$ cat src/rtl/credit_rr_scheduler_pkg.sv
// -----------------------------------------------------------------------------
// credit_sched_pkg
// Shared types for credit_rr_scheduler:
//   sched_state_e : scheduler FSM states (ST_INIT, ST_RUN)
//   cw_of()       : credit counter width for a given credit ceiling
// -----------------------------------------------------------------------------
package credit_sched_pkg;

   typedef enum logic [0:0] {
      ST_INIT = 1'b0,
      ST_RUN  = 1'b1
   } sched_state_e;

   // Width needed to hold 0..max_credits inclusive.
   function automatic int cw_of(input int max_credits);
      return $clog2(max_credits + 1);
   endfunction

endpackage

$ cat src/rtl/credit_rr_scheduler_if.sv
// -----------------------------------------------------------------------------
// credit_rr_scheduler_if
// Requester-side and link-side signals of the credit round-robin scheduler.
//   req_valid / req_data / req_ready : per-requester push requests
//   push_valid / push_data           : registered push toward the link
//   push_credit                      : one credit returned per asserted cycle
//   push_receiver_in_reset           : receiver is in reset
//   push_sender_in_reset             : scheduler is in reset/init
// Handshake: requester i transfers its slice of req_data in a cycle where
// req_valid[i] & req_ready[i]; req_ready is one-hot or zero and may depend
// combinationally on req_valid. push_valid is a pulse per pushed payload with
// no backpressure; flow control is purely by credits.
// Modports: master = requester/link environment, slave = scheduler.
// -----------------------------------------------------------------------------
interface credit_rr_scheduler_if #(
   parameter int NUM_REQ    = 4,
   parameter int DATA_WIDTH = 8
);
   logic [NUM_REQ-1:0]            req_valid;
   logic [NUM_REQ*DATA_WIDTH-1:0] req_data;
   logic [NUM_REQ-1:0]            req_ready;
   logic                          push_valid;
   logic [DATA_WIDTH-1:0]         push_data;
   logic                          push_credit;
   logic                          push_receiver_in_reset;
   logic                          push_sender_in_reset;

   modport master (
      output req_valid, req_data, push_credit, push_receiver_in_reset,
      input  req_ready, push_valid, push_data, push_sender_in_reset
   );

   modport slave (
      input  req_valid, req_data, push_credit, push_receiver_in_reset,
      output req_ready, push_valid, push_data, push_sender_in_reset
   );
endinterface

$ cat src/rtl/credit_rr_scheduler_arb.sv
// -----------------------------------------------------------------------------
// rr_arbiter_core
// Combinational round-robin pick: first asserted request searching from ptr_i
// upward with wrap.
//   req_i   : request vector
//   ptr_i   : search start index (always < N)
//   grant_o : one-hot grant or zero
//   idx_o   : index of the granted request (0 when none)
//   valid_o : a request was found
// -----------------------------------------------------------------------------
module rr_arbiter_core #(
   parameter  int N  = 4,
   localparam int PW = (N > 1) ? $clog2(N) : 1
) (
   input  logic [N-1:0]  req_i,
   input  logic [PW-1:0] ptr_i,
   output logic [N-1:0]  grant_o,
   output logic [PW-1:0] idx_o,
   output logic          valid_o
);
   int j;

   always_comb begin
      grant_o = '0;
      idx_o   = '0;
      valid_o = 1'b0;
      j       = 0;
      for (int k = 0; k < N; k++) begin
         j = int'(ptr_i) + k;
         if (j >= N) j = j - N;
         if (!valid_o && req_i[j]) begin
            valid_o    = 1'b1;
            grant_o[j] = 1'b1;
            idx_o      = PW'(j);
         end
      end
   end
endmodule

$ cat src/rtl/credit_rr_scheduler.sv
// -----------------------------------------------------------------------------
// credit_rr_scheduler
// Shares one credit-controlled push link among NUM_REQ requesters. Keeps a
// sender-side credit count, arbitrates round-robin while credits exceed the
// withhold level, and runs the link-reset handshake (INIT <-> RUN).
// Ports:
//   clk, rst            : clock, synchronous active-high reset
//   bus (slave)         : requester and link signals, see credit_rr_scheduler_if
//   credit_initial      : credits loaded when leaving INIT (saturated to MAX)
//   credit_withhold     : credits held in reserve, sampled every cycle
//   credit_count        : current credits
//   credit_available    : credit_count > credit_withhold
//   credit_overflow     : sticky, a credit arrived while already at MAX
//   state_dbg           : current FSM state
// Optional (CREDIT_RR_SCHED_STATS_EN defined):
//   grant_total         : grants since rst / last entry to INIT (wraps)
//   stall_cycles        : RUN cycles with a request pending but no credit
// -----------------------------------------------------------------------------
module credit_rr_scheduler
   import credit_sched_pkg::*;
#(
   parameter  int NUM_REQ     = 4,
   parameter  int DATA_WIDTH  = 8,
   parameter  int MAX_CREDITS = 4,
   localparam int CW          = cw_of(MAX_CREDITS)
) (
   input  logic                  clk,
   input  logic                  rst,
   credit_rr_scheduler_if.slave  bus,
   input  logic [CW-1:0]         credit_initial,
   input  logic [CW-1:0]         credit_withhold,
   output logic [CW-1:0]         credit_count,
   output logic                  credit_available,
   output logic                  credit_overflow,
   output sched_state_e          state_dbg
`ifdef CREDIT_RR_SCHED_STATS_EN
   ,
   output logic [31:0]           grant_total,
   output logic [31:0]           stall_cycles
`endif
);
   localparam int            PW    = (NUM_REQ > 1) ? $clog2(NUM_REQ) : 1;
   localparam logic [CW-1:0] MAX_C = CW'(MAX_CREDITS);

   sched_state_e          state_q, state_d;
   logic [CW-1:0]         count_q, count_d;
   logic                  ovf_q, ovf_d;
   logic [PW-1:0]         ptr_q, ptr_d;
   logic                  pv_q;
   logic [DATA_WIDTH-1:0] pd_q, pd_d;
   logic [NUM_REQ-1:0]    arb_grant, grant;
   logic [PW-1:0]         arb_idx;
   logic                  arb_valid;
   logic                  avail;
   logic                  do_grant;

   assign avail = (count_q > credit_withhold);

   rr_arbiter_core #(.N(NUM_REQ)) u_arb (
      .req_i   (bus.req_valid),
      .ptr_i   (ptr_q),
      .grant_o (arb_grant),
      .idx_o   (arb_idx),
      .valid_o (arb_valid)
   );

   always_comb begin
      state_d  = state_q;
      count_d  = count_q;
      ovf_d    = ovf_q;
      ptr_d    = ptr_q;
      pd_d     = pd_q;
      grant    = '0;
      do_grant = 1'b0;
      case (state_q)
         ST_INIT: begin
            // Credits returned while in INIT are ignored.
            if (!bus.push_receiver_in_reset) begin
               state_d = ST_RUN;
               count_d = (credit_initial > MAX_C) ? MAX_C : credit_initial;
            end
         end
         ST_RUN: begin
            if (bus.push_receiver_in_reset) begin
               // Pointer deliberately kept across the link reset.
               state_d = ST_INIT;
               count_d = '0;
            end else begin
               do_grant = avail & arb_valid;
               if (do_grant) begin
                  grant = arb_grant;
                  ptr_d = (arb_idx == PW'(NUM_REQ - 1)) ? '0 : arb_idx + 1'b1;
                  pd_d  = bus.req_data[arb_idx*DATA_WIDTH +: DATA_WIDTH];
               end
               // Return and grant together cancel out. Underflow cannot
               // happen: a grant needs count > withhold >= 0.
               if (bus.push_credit && !do_grant) begin
                  if (count_q == MAX_C) ovf_d = 1'b1;
                  else                  count_d = count_q + 1'b1;
               end else if (!bus.push_credit && do_grant) begin
                  count_d = count_q - 1'b1;
               end
            end
         end
      endcase
   end

   always_ff @(posedge clk) begin
      if (rst) begin
         state_q <= ST_INIT;
         count_q <= '0;
         ovf_q   <= 1'b0;
         ptr_q   <= '0;
         pv_q    <= 1'b0;
         pd_q    <= '0;
      end else begin
         state_q <= state_d;
         count_q <= count_d;
         ovf_q   <= ovf_d;
         ptr_q   <= ptr_d;
         pv_q    <= do_grant;
         pd_q    <= pd_d;
      end
   end

   assign bus.req_ready            = grant;
   assign bus.push_valid           = pv_q;
   assign bus.push_data            = pd_q;
   assign bus.push_sender_in_reset = (state_q == ST_INIT);
   assign credit_count             = count_q;
   assign credit_available         = avail;
   assign credit_overflow          = ovf_q;
   assign state_dbg                = state_q;

`ifdef CREDIT_RR_SCHED_STATS_EN
   logic [31:0] gt_q, sc_q;

   always_ff @(posedge clk) begin
      if (rst || (state_q == ST_RUN && state_d == ST_INIT)) gt_q <= '0;
      else if (do_grant)                                    gt_q <= gt_q + 32'd1;
   end

   always_ff @(posedge clk) begin
      if (rst) sc_q <= '0;
      else if (state_q == ST_RUN && (|bus.req_valid) && !avail) sc_q <= sc_q + 32'd1;
   end

   assign grant_total  = gt_q;
   assign stall_cycles = sc_q;
`endif
endmodule

$ cat src/flat_wrapper.sv
// flat-port wrapper written by rule: the top's interface ports become plain ports
module credit_rr_scheduler_flat import credit_sched_pkg::*;
#(
   parameter  int NUM_REQ     = 4,
   parameter  int DATA_WIDTH  = 8,
   parameter  int MAX_CREDITS = 4,
   localparam int CW          = cw_of(MAX_CREDITS)
)
  (clk, rst, credit_initial, credit_withhold, credit_count, credit_available, credit_overflow, state_dbg, bus_req_valid, bus_req_data, bus_push_credit, bus_push_receiver_in_reset, bus_req_ready, bus_push_valid, bus_push_data, bus_push_sender_in_reset);
  credit_rr_scheduler_if #(.NUM_REQ(NUM_REQ), .DATA_WIDTH(DATA_WIDTH)) bus_i ();
  input  logic clk;
  input  logic rst;
  input  logic [CW-1:0] credit_initial;
  input  logic [CW-1:0] credit_withhold;
  output logic [CW-1:0] credit_count;
  output logic credit_available;
  output logic credit_overflow;
  output sched_state_e state_dbg;
  input wire logic [$bits(bus_i.req_valid)-1:0] bus_req_valid;
  input wire logic [$bits(bus_i.req_data)-1:0] bus_req_data;
  input wire logic [$bits(bus_i.push_credit)-1:0] bus_push_credit;
  input wire logic [$bits(bus_i.push_receiver_in_reset)-1:0] bus_push_receiver_in_reset;
  output wire logic [$bits(bus_i.req_ready)-1:0] bus_req_ready;
  output wire logic [$bits(bus_i.push_valid)-1:0] bus_push_valid;
  output wire logic [$bits(bus_i.push_data)-1:0] bus_push_data;
  output wire logic [$bits(bus_i.push_sender_in_reset)-1:0] bus_push_sender_in_reset;
  assign bus_i.req_valid = bus_req_valid;
  assign bus_i.req_data = bus_req_data;
  assign bus_i.push_credit = bus_push_credit;
  assign bus_i.push_receiver_in_reset = bus_push_receiver_in_reset;
  assign bus_req_ready = bus_i.req_ready;
  assign bus_push_valid = bus_i.push_valid;
  assign bus_push_data = bus_i.push_data;
  assign bus_push_sender_in_reset = bus_i.push_sender_in_reset;
  credit_rr_scheduler #(.NUM_REQ(NUM_REQ), .DATA_WIDTH(DATA_WIDTH), .MAX_CREDITS(MAX_CREDITS)) u_core (.clk(clk), .rst(rst), .bus(bus_i), .credit_initial(credit_initial), .credit_withhold(credit_withhold), .credit_count(credit_count), .credit_available(credit_available), .credit_overflow(credit_overflow), .state_dbg(state_dbg));
endmodule
$ cat config.mk
export PLATFORM = sky130hd
export DESIGN_NAME = credit_rr_scheduler_flat
export DESIGN_NICKNAME = d
export VERILOG_FILES = /design/src/rtl/credit_rr_scheduler_pkg.sv /design/src/rtl/credit_rr_scheduler_if.sv /design/src/rtl/credit_rr_scheduler_arb.sv /design/src/rtl/credit_rr_scheduler.sv /design/src/flat_wrapper.sv
export SDC_FILE = /design/constraint.sdc
export NUM_CORES = 1
export LEC_CHECK = 0
export BUFFER_PORTS_ARGS = -buffer_cell sky130_fd_sc_hd__buf_2
export CORE_ASPECT_RATIO = 0.9
export CORE_MARGIN = 2
export CORE_UTILIZATION = 35
export CTS_CLUSTER_DIAMETER = 40
export DETAILED_ROUTE_END_ITERATION = 8
export PLACE_DENSITY = 0.69
export SLEW_MARGIN = 40
export SYNTH_ARGS = -nofsm -noshare
export SYNTH_HDL_FRONTEND = slang
export SYNTH_HIERARCHICAL = 1
export SYNTH_SLANG_ARGS = --single-unit
$ cat constraint.sdc
create_clock -name clk -period 4.3 [get_ports clk]
set_input_delay 0 -clock clk [delete_from_list [all_inputs] [get_ports clk]]
set_output_delay 0 -clock clk [all_outputs]
set_load 0.02 [all_outputs]
== After elaboration in Yosys (flattened, before gate mapping) ==
Index checks and enable logic that the tools add are counted.

* Word-level logic and storage cells: 108
* Memories kept: 0
* Bits in read-only memories: 0
* Bits of input ports: 46
* Bits in latches: 0
* Bits in registers: 16
* Memory bits (writable): 0

* Divide/modulo/power cells: 0
* Muxes and demuxes: 48
* Order comparisons: 14
* Reduce and logical (&&, ||, !) cells: 18
* Bitwise gates (word level): 6
* Multiply operators: 0
* Eq/ne operators: 5
* Shift operators: 1
* $add $sub $neg: 10

{| class="wikitable"
|+ Operators by type and width
! operator !! number
|-
| 32-bit by 1-bit >= comparator with 1-bit output, second input constant || 4
|-
| 32-bit by 4-bit less-than comparator with 1-bit output, second input constant || 4
|-
| 32-bit two-way mux || 4
|-
| 32-bit by 6-bit indexed part select with 8-bit output || 1
|-
| 4-bit two-way mux || 7
|-
| 3-bit two-way mux || 6
|-
| 1-bit two-way mux || 17
|-
| 4-bit OR || 3
|-
| 3-bit by 3-bit subtractor with 4-bit output, second input constant || 3
|-
| 2-bit two-way mux || 5
|-
| 3-bit >= comparator, second input constant || 3
|-
| 1-bit logical AND || 9
|-
| 1-bit binary-select mux with 2-bit select || 4
|-
| 1-bit demux with 2-bit select || 4
|-
| 4-bit != test, second input constant || 2
|-
| 2-bit by 2-bit adder with 3-bit output, second input constant || 2
|-
| 3-bit case mux with 2 select lines || 1
|-
| 3-bit AND reduction || 2
|-
| 1-bit zero test || 5
|-
| 4-bit AND reduction || 1
|-
| 2-bit by 3-bit subtractor with 4-bit output, second input constant || 1
|-
| 2-bit by 1-bit adder with 3-bit output, second input constant || 1
|-
| 3-bit by 1-bit adder with 3-bit output, second input constant || 1
|-
| 3-bit == test, second input constant || 1
|-
| 10 further kinds || 11
|}

== Depth between registers and ports, before layout ==
* Word-level depth: 21
* Mapped depth: 14

== By module ==
The synthesis kept the hierarchy.

{| class="wikitable"
|+ Modules (own cells, without submodules)
! module !! area an instance (um^2) !! times used !! cells each
|-
| credit_rr_scheduler || 1,047.3 || 1 || 111
|-
| rr_arbiter_core || 460.4 || 1 || 48
|}

== Worst setup path before layout ==
No wires, ideal clock.

* Path type: register to register
* Start: register u_core.ptr_q[0]
* End: register u_core.count_q[1], in the netlist u_core/credit_count[1]
* Path slack: 1,253 ps
* Arrival: 2,977 ps
* Buffers on the path: 2
* Cell stages (with the launch flop): 15
* Period minus slack after synthesis: 3,047 ps
* Data required time: 4,230 ps
* Cells stage by stage: dfxtp_1 -> buf_6 -> inv_1 -> ha_1 -> mux4_2 -> buf_6 -> nor3_1 -> nand2b_1 -> nand2_1 -> ha_1 -> fa_1 -> inv_1 -> a21oi_1 -> or3b_1 -> a21oi_1

* Word-level cells in the longest chain between the ends: 21

{| class="wikitable"
|+ Ends and longest elaborated chain
! element !! line !! RTL
|-
| start, declared || credit_rr_scheduler.sv:48 || <nowiki>logic [PW-1:0] ptr_q, ptr_d;</nowiki>
|-
| start signal, assigned || credit_rr_scheduler.sv:120 || <nowiki>ptr_q <= ptr_d;</nowiki>
|-
| parallel branches: the longest is 14 deep, another holds 3-bit by 3-bit subtractor with 4-bit output || n/a ||
|-
| 1-bit two-way mux (*) || credit_rr_scheduler_arb.sv:31 || <nowiki>if (!valid_o && req_i[j]) begin</nowiki>
|-
| net u_core.arb_valid || credit_rr_scheduler.sv:53 || <nowiki>logic arb_valid;</nowiki>
|-
| 1-bit bitwise AND (*) || credit_rr_scheduler.sv:89 || <nowiki>do_grant = avail & arb_valid;</nowiki>
|-
| 1-bit zero test || credit_rr_scheduler.sv:97 || <nowiki>if (bus.push_credit && !do_grant) begin</nowiki>
|-
| 1-bit logical AND || credit_rr_scheduler.sv:97 ||
|-
| 3-bit two-way mux || credit_rr_scheduler.sv:97 ||
|-
| 3-bit two-way mux || credit_rr_scheduler.sv:84 || <nowiki>if (bus.push_receiver_in_reset) begin</nowiki>
|-
| 3-bit case mux with 2 select lines || credit_rr_scheduler.sv:75 || <nowiki>case (state_q)</nowiki>
|-
| end signal, assigned || credit_rr_scheduler.sv:118 || <nowiki>count_q <= count_d;</nowiki>
|-
| end, declared || credit_rr_scheduler.sv:46 || <nowiki>logic [CW-1:0] count_q, count_d;</nowiki>
|}

Mark *: on every way through the listed nets, which the timed path passes. The select of a mux whose other input is x is not followed.
A chain may end at the register's enable or synchronous reset.

== Worst setup path in the final report ==
* Start: register u_core.ptr_q[1]
* End: register u_core.ptr_q[0]

* Word-level cells in the longest chain between the ends: 17

{| class="wikitable"
|+ Ends and longest elaborated chain
! element !! line !! RTL
|-
| parallel branches: the longest is 14 deep, another holds 3-bit by 3-bit subtractor with 4-bit output || n/a ||
|-
| 2-bit two-way mux (*) || credit_rr_scheduler_arb.sv:31 ||
|-
| net u_core.arb_idx[1] || credit_rr_scheduler.sv:52 || <nowiki>logic [PW-1:0] arb_idx;</nowiki>
|-
| 2-bit == test (*) || credit_rr_scheduler.sv:92 || <nowiki>ptr_d = (arb_idx == PW'(NUM_REQ - 1)) ? '0 : arb_idx + 1'b1;</nowiki>
|-
| 2-bit two-way mux (*) || credit_rr_scheduler.sv:92 ||
|}

Marks and branches as above.

==> reports/metrics.json <==
{
  "timing": {
    "grt_setup_unrepaired": "no",
    "fin_setup_tns_ps": 0,
    "slew_headroom": 0.5423,
    "clock_skew_after_layout_ps": 1.675,
    "layout_worst_path_cycle_share": 0.8144,
    "achievable-frequency_ghz": 0.2856,
    "hold_violations": 0,
    "worst-slew-pin-transition_ps": 686.6,
    "final.setup.worst_slack_ps": 798.3,
    "report.final.setup_viol": 0,
    "drv_slew": 0,
    "minimum_period_implied_by_the_final_worst_setup_slack_ps": 3502
  },
  "yosys": {
    "synthesis.nets": 219,
    "synth.yosys.warnings": 6,
    "ys_types": 42,
    "ys_ff_latch": 16,
    "synthesis.instances": 159,
    "synthesis.area_um2": 1508,
    "sequential_area_share_after_synthesis": 0.2124,
    "syn_area_per_cell_um2": 9.482
  },
  "finish": {
    "most_common_library_cell_in_the_layout_ignoring_fill_and_taps": "sky130_fd_sc_hd__buf_2",
    "antenna_cells": 0,
    "layout-drive-gt1-share": 0.4091,
    "final_nets": 281,
    "synthToLayoutAreaGrowth_pct": 27.97,
    "most_frequent_cells_in_the_layout": "sky130_fd_sc_hd__buf_2, sky130_fd_sc_hd__dfxtp_1, sky130_fd_sc_hd__a21oi_1, sky130_fd_sc_hd__ha_1, sky130_fd_sc_hd__inv_1"
  },
  "critical_path": {
    "worst-r2r-setup-slack_ps": 800,
    "critical_path.max_fanout": 11,
    "timing.critical_path.from_type": "register",
    "critical_path_arrival_ps": 3680,
    "category_of_the_most_critical_setup_path": "register to register",
    "worst_ep_required_ps": 4480,
    "critical_path.endpoint_type": "register"
  },
  "pwr": {
    "p_switching_mw": 0.1394,
    "vdd_drop_max_mv": 0.09472,
    "pwr-share-clk": 0.304,
    "power.share.switching": 0.3125,
    "p_seq_frac": 0.357,
    "static-leakage-power_nw": 0.8479,
    "cell_internal_pwr_mw": 0.3066,
    "power.density_cell_area_nw_per_um2": 231.1,
    "share_comb_of_total_power": 0.339
  },
  "cts": {
    "num_cts_buffers": 3,
    "htree_levels": 1,
    "tritoncts": "yes",
    "cts_resized": 0,
    "cts.root.buffer_cell": "sky130_fd_sc_hd__clkbuf_8",
    "clock_latency_ps": 250,
    "clkTransAtPathRegs_ps": 70,
    "clock_path_buffers": 2,
    "clkSinkCount": 16
  },
  "run_status": {
    "run_status": "complete, no violations"
  },
  "global_routing": {
    "largest_net_degree_at_the_start_of_global_routing": 17,
    "antenna_found_initial": 0,
    "globalRouteOverflowTotal": 0,
    "met3_usage": 0.03811,
    "first_global_vias": 1290,
    "grt_use_met1": 0.2106,
    "grt_first_pass_wirelength_um": 5892,
    "grt_use_total": 0.1569,
    "gr-max-usage-layer": "met2",
    "met2_use_gr": 0.2545
  },
  "floorplan": {
    "floorplan.die_area_um2": 4850,
    "design.portCount": 66,
    "floorplan.die.height_um": 66.27,
    "core_um2": 4101,
    "row_count": 22,
    "initial_core_utilization": 0.3676,
    "die_width_um": 73.19
  },
  "detailed_routing": {
    "wirelength_um": 3797,
    "vias": 1451,
    "drc": 0,
    "drtAntennaViolNets": 0,
    "detailedRoute.firstPassIterationCount": 4,
    "dr.first_iter.drc_count": 38,
    "via_per_inst": 5.414,
    "wire_per_inst_um": 14.17
  },
  "job": {
    "maxCapViolCount": 0
  },
  "placed_design": {
    "hpwlAfterDp_um": 2954,
    "io_buffers": 65,
    "gp_routability_congestion": 0.8013,
    "preCtsSetupSlack_ps": 787.5
  },
  "min_path": {
    "hold_path.class": "primary input to register"
  }
}
final timing paths:
check | startpoint | to | depth (start not counted)
max | u_core/ptr_q[1] | u_core/ptr_q[0] | 9
min | rst | u_core/credit_overflow | 2
max reg2reg | u_core/ptr_q[1] | u_core/ptr_q[0] | 9
min reg2reg | u_core/credit_overflow | u_core/credit_overflow | 2
power by group through the flow:
stage	Sequential, mW	Combinational [mW]	Clock (mW)
6_report	0.159	0.151	0.136
5_1_grt	0.160	0.166	0.148
4_1_cts	0.159	0.152	0.140
3_5_place_dp	0.163	0.150	0
3_3_place_gp	0.162	0.147	0
2_1_floorplan	0.166	0.101	0
area by class of cell:
cell class              instances  area, µm²
repair buffers                 68      350.3
clock buffers                   4      55.05
fillers                       406       2172
flip-flops and latches         16      320.3
multi-input cells             121       1102
inverters                      11      41.29
well taps                      48      60.06
metrics by stage:
stage                 util  std cells  hold slack [ps]  power (mW)  instance area, µm²
global route        0.4704        268            114.4      0.4734                1929
global placement    0.4515        263            201.6      0.3096                1852
CTS                 0.4695        268            100.9      0.4511                1926
finish              0.4704        268            106.6      0.4460                1929
detailed placement  0.4536        263            212.1      0.3132                1861
floorplan                -        159            72.38      0.2677                1508
worst max-delay path, cell delays in order, from the launching register on:
cell,delay [ps]
sky130_fd_sc_hd__dfxtp_1,580
sky130_fd_sc_hd__inv_1,190
sky130_fd_sc_hd__ha_1,410
sky130_fd_sc_hd__mux4_2,450
sky130_fd_sc_hd__nor4b_4,430
sky130_fd_sc_hd__nor2_1,90
sky130_fd_sc_hd__a32o_1,370
sky130_fd_sc_hd__ha_1,240
sky130_fd_sc_hd__or4_1,510
sky130_fd_sc_hd__a21oi_1,170
logic make-up (layout without fill, tap and decap cells):
kind of cell / count (synthesis) / in the layout / share of synthesized area
mux: 15 / 15 / 0.2083
compound gates: 47 / 47 / 0.1917
buf+inv: 22 / 83 / 0.06804
simple gates: 43 / 43 / 0.1867
fa+ha+maj: 14 / 14 / 0.1212
flops: 16 / 16 / 0.2124
xor+xnor: 2 / 2 / 0.01162
routing by layer:
| metal | routed length, µm | up-vias |
|---|---|---|
| met4 | 18 | 0 |
| li1 | - | 722 |
| met1 | 1709 | 667 |
| met3 | 274 | 5 |
| met5 | 0 | - |
| met2 | 1795 | 57 |
Yosys cell counts:
| master | instances | area [µm²] |
|---|---|---|
| sky130_fd_sc_hd__and3b_1 | 1 | 8.760 |
| sky130_fd_sc_hd__nand2b_1 | 3 | 18.77 |
| sky130_fd_sc_hd__inv_1 | 11 | 41.29 |
| sky130_fd_sc_hd__buf_1 | 1 | 3.750 |
| sky130_fd_sc_hd__or4_1 | 1 | 7.510 |
| sky130_fd_sc_hd__a21o_1 | 1 | 7.510 |
| sky130_fd_sc_hd__nand3_1 | 10 | 50.05 |
| sky130_fd_sc_hd__a22oi_1 | 8 | 60.06 |
| sky130_fd_sc_hd__mux2i_1 | 1 | 10.01 |
| sky130_fd_sc_hd__o31ai_1 | 1 | 7.510 |
| sky130_fd_sc_hd__o311ai_0 | 1 | 8.760 |
| sky130_fd_sc_hd__nor2b_1 | 1 | 6.260 |
| sky130_fd_sc_hd__or3b_1 | 2 | 17.52 |
| sky130_fd_sc_hd__dfxtp_1 | 16 | 320.3 |
| sky130_fd_sc_hd__ha_1 | 13 | 162.7 |
| sky130_fd_sc_hd__mux4_2 | 9 | 202.7 |
| sky130_fd_sc_hd__nand2_1 | 3 | 11.26 |
| sky130_fd_sc_hd__nand2_2 | 1 | 6.260 |
| sky130_fd_sc_hd__and2b_4 | 1 | 10.01 |
| sky130_fd_sc_hd__a221oi_1 | 1 | 8.760 |
| sky130_fd_sc_hd__mux4_1 | 3 | 78.83 |
| sky130_fd_sc_hd__and3_1 | 4 | 25.02 |
| sky130_fd_sc_hd__mux2_2 | 2 | 22.52 |
| sky130_fd_sc_hd__nor2_1 | 7 | 26.28 |
| sky130_fd_sc_hd__and2b_2 | 1 | 8.760 |
| sky130_fd_sc_hd__nor4b_4 | 2 | 47.55 |
| sky130_fd_sc_hd__nor3b_1 | 2 | 15.01 |
| sky130_fd_sc_hd__buf_6 | 2 | 22.52 |
| sky130_fd_sc_hd__o211ai_1 | 1 | 7.510 |
| sky130_fd_sc_hd__clkbuf_1 | 4 | 15.01 |
| sky130_fd_sc_hd__nor4_1 | 1 | 6.260 |
| sky130_fd_sc_hd__a21oi_1 | 15 | 75.07 |
| sky130_fd_sc_hd__fa_1 | 1 | 20.02 |
| sky130_fd_sc_hd__a211oi_1 | 1 | 7.510 |
| sky130_fd_sc_hd__nor3_1 | 2 | 10.01 |
| sky130_fd_sc_hd__and2_1 | 1 | 6.260 |
| sky130_fd_sc_hd__o21ai_1 | 7 | 35.03 |
| sky130_fd_sc_hd__a32o_1 | 1 | 10.01 |
| sky130_fd_sc_hd__a21oi_4 | 1 | 16.27 |
| sky130_fd_sc_hd__xnor2_1 | 2 | 17.52 |
| sky130_fd_sc_hd__o21ai_0 | 9 | 45.04 |
| sky130_fd_sc_hd__buf_2 | 4 | 20.02 |
state kept, by name (all words and copies together), names as in the netlist:
signal                  count
u_core/bus.push_valid       1
u_core/credit_overflow      1
u_core/state_dbg            1
u_core/credit_count         3
u_core/ptr_q                2
u_core/bus.push_data        8
repair_timing:
item,CTS,global route
hold buffers,1,0
endpoints found under the hold margin,1,0
buffers inserted,0,0
endpoints found under the setup margin,0,0
(Power assumes the default switching activity.)
